## src/rtl/bp_cce_mem_payload_responder.sv

```systemverilog
// bp_cce_mem_payload_responder
//   Memory-side endpoint for the CCE memory command/response path. Each accepted
//   command is held for a fixed access latency and then returned, in command
//   order, with paddr, write flag and the opaque MSHR payload echoed bit-exact.
// Ports:
//   clk_i, reset_i           clock, synchronous active-high reset
//   cmd_v_i / cmd_ready_o    command handshake (accept = v & ready)
//   cmd_wr_i, cmd_paddr_i,   command fields
//   cmd_payload_i
//   resp_v_o / resp_yumi_i   response handshake (yumi only while valid)
//   resp_wr_o, resp_paddr_o, head entry fields, meaningful only while resp_v_o
//   resp_payload_o
//   outstanding_o            number of entries currently held
module bp_cce_mem_payload_responder #(
  parameter int unsigned paddr_width_p = 40,
  parameter int unsigned mshr_width_p  = 64,
  parameter int unsigned els_p         = 4,
  parameter int unsigned latency_p     = 8,
  localparam int unsigned ptr_w   = (els_p > 1) ? $clog2(els_p) : 1,
  localparam int unsigned cnt_w   = $clog2(latency_p + 1),
  localparam int unsigned count_w = $clog2(els_p + 1)
) (
  input  logic                     clk_i,
  input  logic                     reset_i,
  input  logic                     cmd_v_i,
  output logic                     cmd_ready_o,
  input  logic                     cmd_wr_i,
  input  logic [paddr_width_p-1:0] cmd_paddr_i,
  input  logic [mshr_width_p-1:0]  cmd_payload_i,
  output logic                     resp_v_o,
  input  logic                     resp_yumi_i,
  output logic                     resp_wr_o,
  output logic [paddr_width_p-1:0] resp_paddr_o,
  output logic [mshr_width_p-1:0]  resp_payload_o,
  output logic [count_w-1:0]       outstanding_o
);

  logic                     entry_wr      [els_p];
  logic [paddr_width_p-1:0] entry_paddr   [els_p];
  logic [mshr_width_p-1:0]  entry_payload [els_p];
  logic [cnt_w-1:0]         entry_cnt     [els_p];

  logic [ptr_w-1:0]   rd_ptr;
  logic [ptr_w-1:0]   wr_ptr;
  logic [count_w-1:0] count;
  logic               accept;
  logic               deq;

  // Pointer increment with wrap at els_p-1 (els_p need not be a power of 2).
  function automatic logic [ptr_w-1:0] next_ptr(input logic [ptr_w-1:0] p);
    return (p == ptr_w'(els_p - 1)) ? '0 : p + ptr_w'(1);
  endfunction

  // Entry idx is live when its distance from the read pointer is below count.
  function automatic logic is_occ(input int unsigned idx,
                                  input logic [ptr_w-1:0] rd,
                                  input logic [count_w-1:0] cnt);
    int unsigned off;
    off = (idx >= 32'(rd)) ? idx - 32'(rd) : idx + els_p - 32'(rd);
    return off < 32'(cnt);
  endfunction

  // Full check deliberately ignores resp_yumi_i: no same-cycle full bypass.
  assign cmd_ready_o    = ~reset_i & (count != count_w'(els_p));
  assign accept         = cmd_v_i & cmd_ready_o;
  assign deq            = resp_yumi_i & resp_v_o;

  assign resp_v_o       = (count != '0) & (entry_cnt[rd_ptr] == '0);
  assign resp_wr_o      = entry_wr[rd_ptr];
  assign resp_paddr_o   = entry_paddr[rd_ptr];
  assign resp_payload_o = entry_payload[rd_ptr];
  assign outstanding_o  = count;

  // Control state: pointers, occupancy and per-entry latency countdown.
  always_ff @(posedge clk_i) begin
    if (reset_i) begin
      rd_ptr <= '0;
      wr_ptr <= '0;
      count  <= '0;
      for (int unsigned i = 0; i < els_p; i++) begin
        entry_cnt[i] <= '0;
      end
    end else begin
      for (int unsigned i = 0; i < els_p; i++) begin
        if (is_occ(i, rd_ptr, count) && (entry_cnt[i] != '0)) begin
          entry_cnt[i] <= entry_cnt[i] - cnt_w'(1);
        end
      end
      // The written slot is free, so this load never collides with a decrement.
      if (accept) begin
        entry_cnt[wr_ptr] <= cnt_w'(latency_p - 1);
        wr_ptr            <= next_ptr(wr_ptr);
      end
      if (deq) begin
        rd_ptr <= next_ptr(rd_ptr);
      end
      count <= count + count_w'(accept) - count_w'(deq);
    end
  end

  // Echoed command fields need no reset; they are only observed while valid.
  always_ff @(posedge clk_i) begin
    if (accept) begin
      entry_wr[wr_ptr]      <= cmd_wr_i;
      entry_paddr[wr_ptr]   <= cmd_paddr_i;
      entry_payload[wr_ptr] <= cmd_payload_i;
    end
  end

  // Handshake protocol and occupancy sanity.
  always_ff @(posedge clk_i) begin
    if (!reset_i) begin
      assert (!(resp_yumi_i && !resp_v_o));
      assert (count <= count_w'(els_p));
    end
  end

endmodule
```

## config.mk

```make
export PLATFORM = sky130hd
export DESIGN_NAME = bp_cce_mem_payload_responder
export DESIGN_NICKNAME = d
export VERILOG_FILES = /design/src/rtl/bp_cce_mem_payload_responder.sv
export SDC_FILE = /design/constraint.sdc
export NUM_CORES = 1
export LEC_CHECK = 0
export CAP_MARGIN = 20
export CORE_MARGIN = 3
export CORE_UTILIZATION = 25
export CTS_CLUSTER_SIZE = 14
export DETAILED_ROUTE_END_ITERATION = 7
export GPL_TIMING_DRIVEN = 0
export PLACE_DENSITY_LB_ADDON = 0.15
export SETUP_SLACK_MARGIN = 0.02
export SLEW_MARGIN = 20
export SYNTH_ARGS = -nofsm -noshare
export SYNTH_HDL_FRONTEND = slang
export SYNTH_SLANG_ARGS = --single-unit
```

## constraint.sdc

```tcl
create_clock -name clk_i -period 5.3 [get_ports clk_i]
set_input_delay 1.06 -clock clk_i [delete_from_list [all_inputs] [get_ports clk_i]]
set_output_delay 1.06 -clock clk_i [all_outputs]
set_load 0.02 [all_outputs]
```

==> results.ini <==
[detailed_routing]
drtIter0Drc=401
drt_drc_violations_left=0
dr_total_vias=7996
wl_um=38800
first_pass_iters=4
antenna_left=0
wl_per_cell_um=20.5
viasPerCell=4.22

[clock_tree]
cts_hold_buf=0
cts_tree=yes
cts_buffers=52
numClockSinks=445
clk_latency_ns=0.57
cts.repair.resized=0
cts_max_level=2
postCtsSetupBuffers=0
path_clk_slew_ns=0.06
clk_path_buf_depth=3
cts_root_buf=clkbuf_16

[logic_synthesis]
yosysTopAreaCell=edfxtp_1
synth_edf_count=420
syn_area_um2=16600
syn_inst=719
synthSimpleGateAreaFrac=0.0132
synth_xor_area_frac=0.00634
synth_top_family_by_area=multiplexers
yosysWarnings=0
synth.area.top_cells=edfxtp_1 (76%), mux4_2 (14%), dfxtp_1 (3.0%), ha_1 (1.4%), inv_1 (0.52%)
synthMuxAreaShare=0.146
synth-seq-area-share=0.791
syn_nets=848
ys_async_sr_fraction=0
syn_area_per_cell_um2=23.1
synth_seq_cells=445
synth-compound-area-share=0.0150
synth_top_area_share=0.761
ys_types=37
ys.flop_type=edfxtp_1
synthAdderAreaFrac=0.0155

[place]
dpl.hpwl_um=22900
portBuffers=217
postPlaceCellArea_um2=20000
gp_congestion=0.693
dp_cells=1795

[critical_path]
critPathLaunchType=register
r2r_cells=13
r2r_end=outstanding_o[2]$_SDFF_PP0_
cp_cell_sequence=buf_2 -> buf_2 -> buf_1 -> mux4_2 -> clkdlybuf4s50_1
cp_common_cell=buf_2
cp.required_ns=4.24
slowest_delay_ns=0.63
cp_max_fo=10
arrival_ns=3.20
endpoint=resp_payload_o[40]
rrSetupSlack_ns=2.41
path_class=register to output pin
endpoint_kind=output pin
crit_slowest_cell=buf_1

[timing]
max_freq_ghz=0.235
rsz0062_at_grt=false
finalSetupTns_ns=0
finalClockSkew_ns=0.00525
finalSetupViolCount=0
worst_slew_margin_rel=0.367
min_period_ns=4.26
slew_viol_final=0
fin_crit_sh=0.804
finalHoldViolCount=0
tightest_slew_ns=0.950
holdWs_ns=0.545

[floorplanning]
io-pin-count=219
core_area_um2=65000
fp.dieH_um=264
rows=93
initial_core_util=0.255
dieWidth_um=264
die_area_um2=69500

[pwr]
powerDensity_nw_per_um2=481
p_int_mw=7.35
pwr-share-comb=0.284
ir_worst_vdd_v=0.000267
switchingPower_mw=2.99
p_leak_nw=6.70
sw_frac_of_total=0.289
sequentialPowerShare=0.402
power_frac_clock=0.314

[global_route]
grt_pass1_vias=8789
gr-total-overflow=0
use_met3=0.0375
antenna_found_initial=7
grt_busiest_layer=met2
grt_pass1_wl_um=58100
grt_util_met2=0.175
globalRouteMet1Util=0.146
grt_max_degree=73
grt.total_usage=0.111

[layout]
drive_gt1_frac=0.193
area_growth_pct=29.7
nets=1123
stdcell_count=1893
postLayoutCoreUtil=0.331
fin_area_um2=21500

[flow_run]
maxCapViolCount=0

[status]
outcome=finished, final reports clean

[hold_path]
hp-class=register to register

[cell families (layout without fill, tap and decap cells)]
kind of cell | after synthesis | after routing
xor gates and xnor gates | 12 | 12
muxes | 110 | 110
adders and majority gates | 20 | 20
other | 0 | 4
and+or+nand+nor | 44 | 44
AOI/OAI and AO/OA | 38 | 38
buffers and inverters | 50 | 365
DFF | 445 | 445
[synthesized netlist by cell type, types with 2 or more instances]
library cell / n
nor3_1: 10
dfxtp_1: 25
xnor2_1: 6
clkbuf_1: 7
o211ai_1: 2
edfxtp_1: 420
o21ai_1: 4
o31ai_1: 2
nor2b_1: 2
o21ai_0: 14
inv_1: 23
mux4_2: 105
nand2b_1: 3
buf_2: 9
and2_1: 2
buf_1: 6
nand2_1: 11
nand3_1: 4
xor2_1: 6
a21oi_1: 8
a211oi_2: 2
nor2_1: 8
buf_4: 5
mux2_2: 4
ha_1: 19
[state kept, by name (all words and copies together) (netlist names), named ones only]
name           flops
entry_payload    256
entry_paddr      160
entry_cnt         16
entry_wr           4
outstanding_o      3
rd_ptr             2
wr_ptr             2
[cells in the final DEF, fill, tap and decap left out, types with 2 or more instances in the layout]
cell type,n
edfxtp_1,420
ha_1,19
o31ai_1,2
nand2b_1,3
xnor2_1,6
and2_1,2
nand3_1,4
xor2_1,6
inv_1,19
mux2_2,4
o211ai_1,2
nand2_1,11
o21ai_1,4
diode_2,4
nor3_1,10
clkinv_1,16
clkinv_2,4
clkinv_4,2
buf_2,9
buf_1,6
o21ai_0,14
clkbuf_1,21
a21oi_1,8
nor2_1,8
a211oi_2,2
buf_16,4
nor2b_1,2
buf_4,5
inv_8,4
clkdlybuf4s50_1,217
dfxtp_1,25
clkbuf_16,53
clkinvlp_4,3
mux4_2,105
[per-layer routing]
layer  share of wire  routed length (um)
met1            0.44               16900
met2            0.47               18200
met3           0.070                2710
met4           0.024                 926
met5         0.00093                  36
[critical path, delay by kind of cell, from the launching register on]
family / cells / cell delay [ns]
mux: 1 / 0.41
buf+inv: 4 / 1.90
flops: 1 / 0.30
[how the worst min path moves through the flow]
stage                                 from                endpoint  depth (start not counted)
CTS                 wr_ptr[1]$_SDFFE_PP0P_  wr_ptr[1]$_SDFFE_PP0P_                          2
global route        wr_ptr[1]$_SDFFE_PP0P_  wr_ptr[1]$_SDFFE_PP0P_                          2
floorplan           wr_ptr[1]$_SDFFE_PP0P_  wr_ptr[1]$_SDFFE_PP0P_                          2
detailed placement  wr_ptr[1]$_SDFFE_PP0P_  wr_ptr[1]$_SDFFE_PP0P_                          2
finish              wr_ptr[1]$_SDFFE_PP0P_  wr_ptr[1]$_SDFFE_PP0P_                          2
global placement    wr_ptr[1]$_SDFFE_PP0P_  wr_ptr[1]$_SDFFE_PP0P_                          2
[power by group through the flow]
| stage | sequential (mW) | combinational [mW] | clock [mW] |
|---|---|---|---|
| 6_report | 4.16 | 2.94 | 3.24 |
| 5_1_grt | 4.17 | 3.18 | 3.53 |
| 4_1_cts | 4.16 | 3.03 | 3.39 |
| 3_5_place_dp | 4.23 | 3.02 | 0 |
| 3_3_place_gp | 4.26 | 3.00 | 0 |
| 2_1_floorplan | 4.23 | 1.74 | 0 |
[cell type report]
cell class | count | area (um^2)
fill | 6199 | 43500
sequential | 445 | 13100
multi-input combinational | 224 | 3250
timing repair buffer | 221 | 2280
clock buffer | 67 | 1380
tap | 855 | 1070
clock inverter | 27 | 159
buffer | 27 | 131
inverter | 23 | 116
antenna | 4 | 10.0
[stage by stage]
step	worst slack, ns	power, mW
after floorplan	0.930	5.97
after global placement	-1.96	7.26
after detailed placement	1.43	7.25
after CTS	0.795	10.6
after global routing	0.747	10.9
final	1.04	10.3
Power figures use the tool's default switching activity.
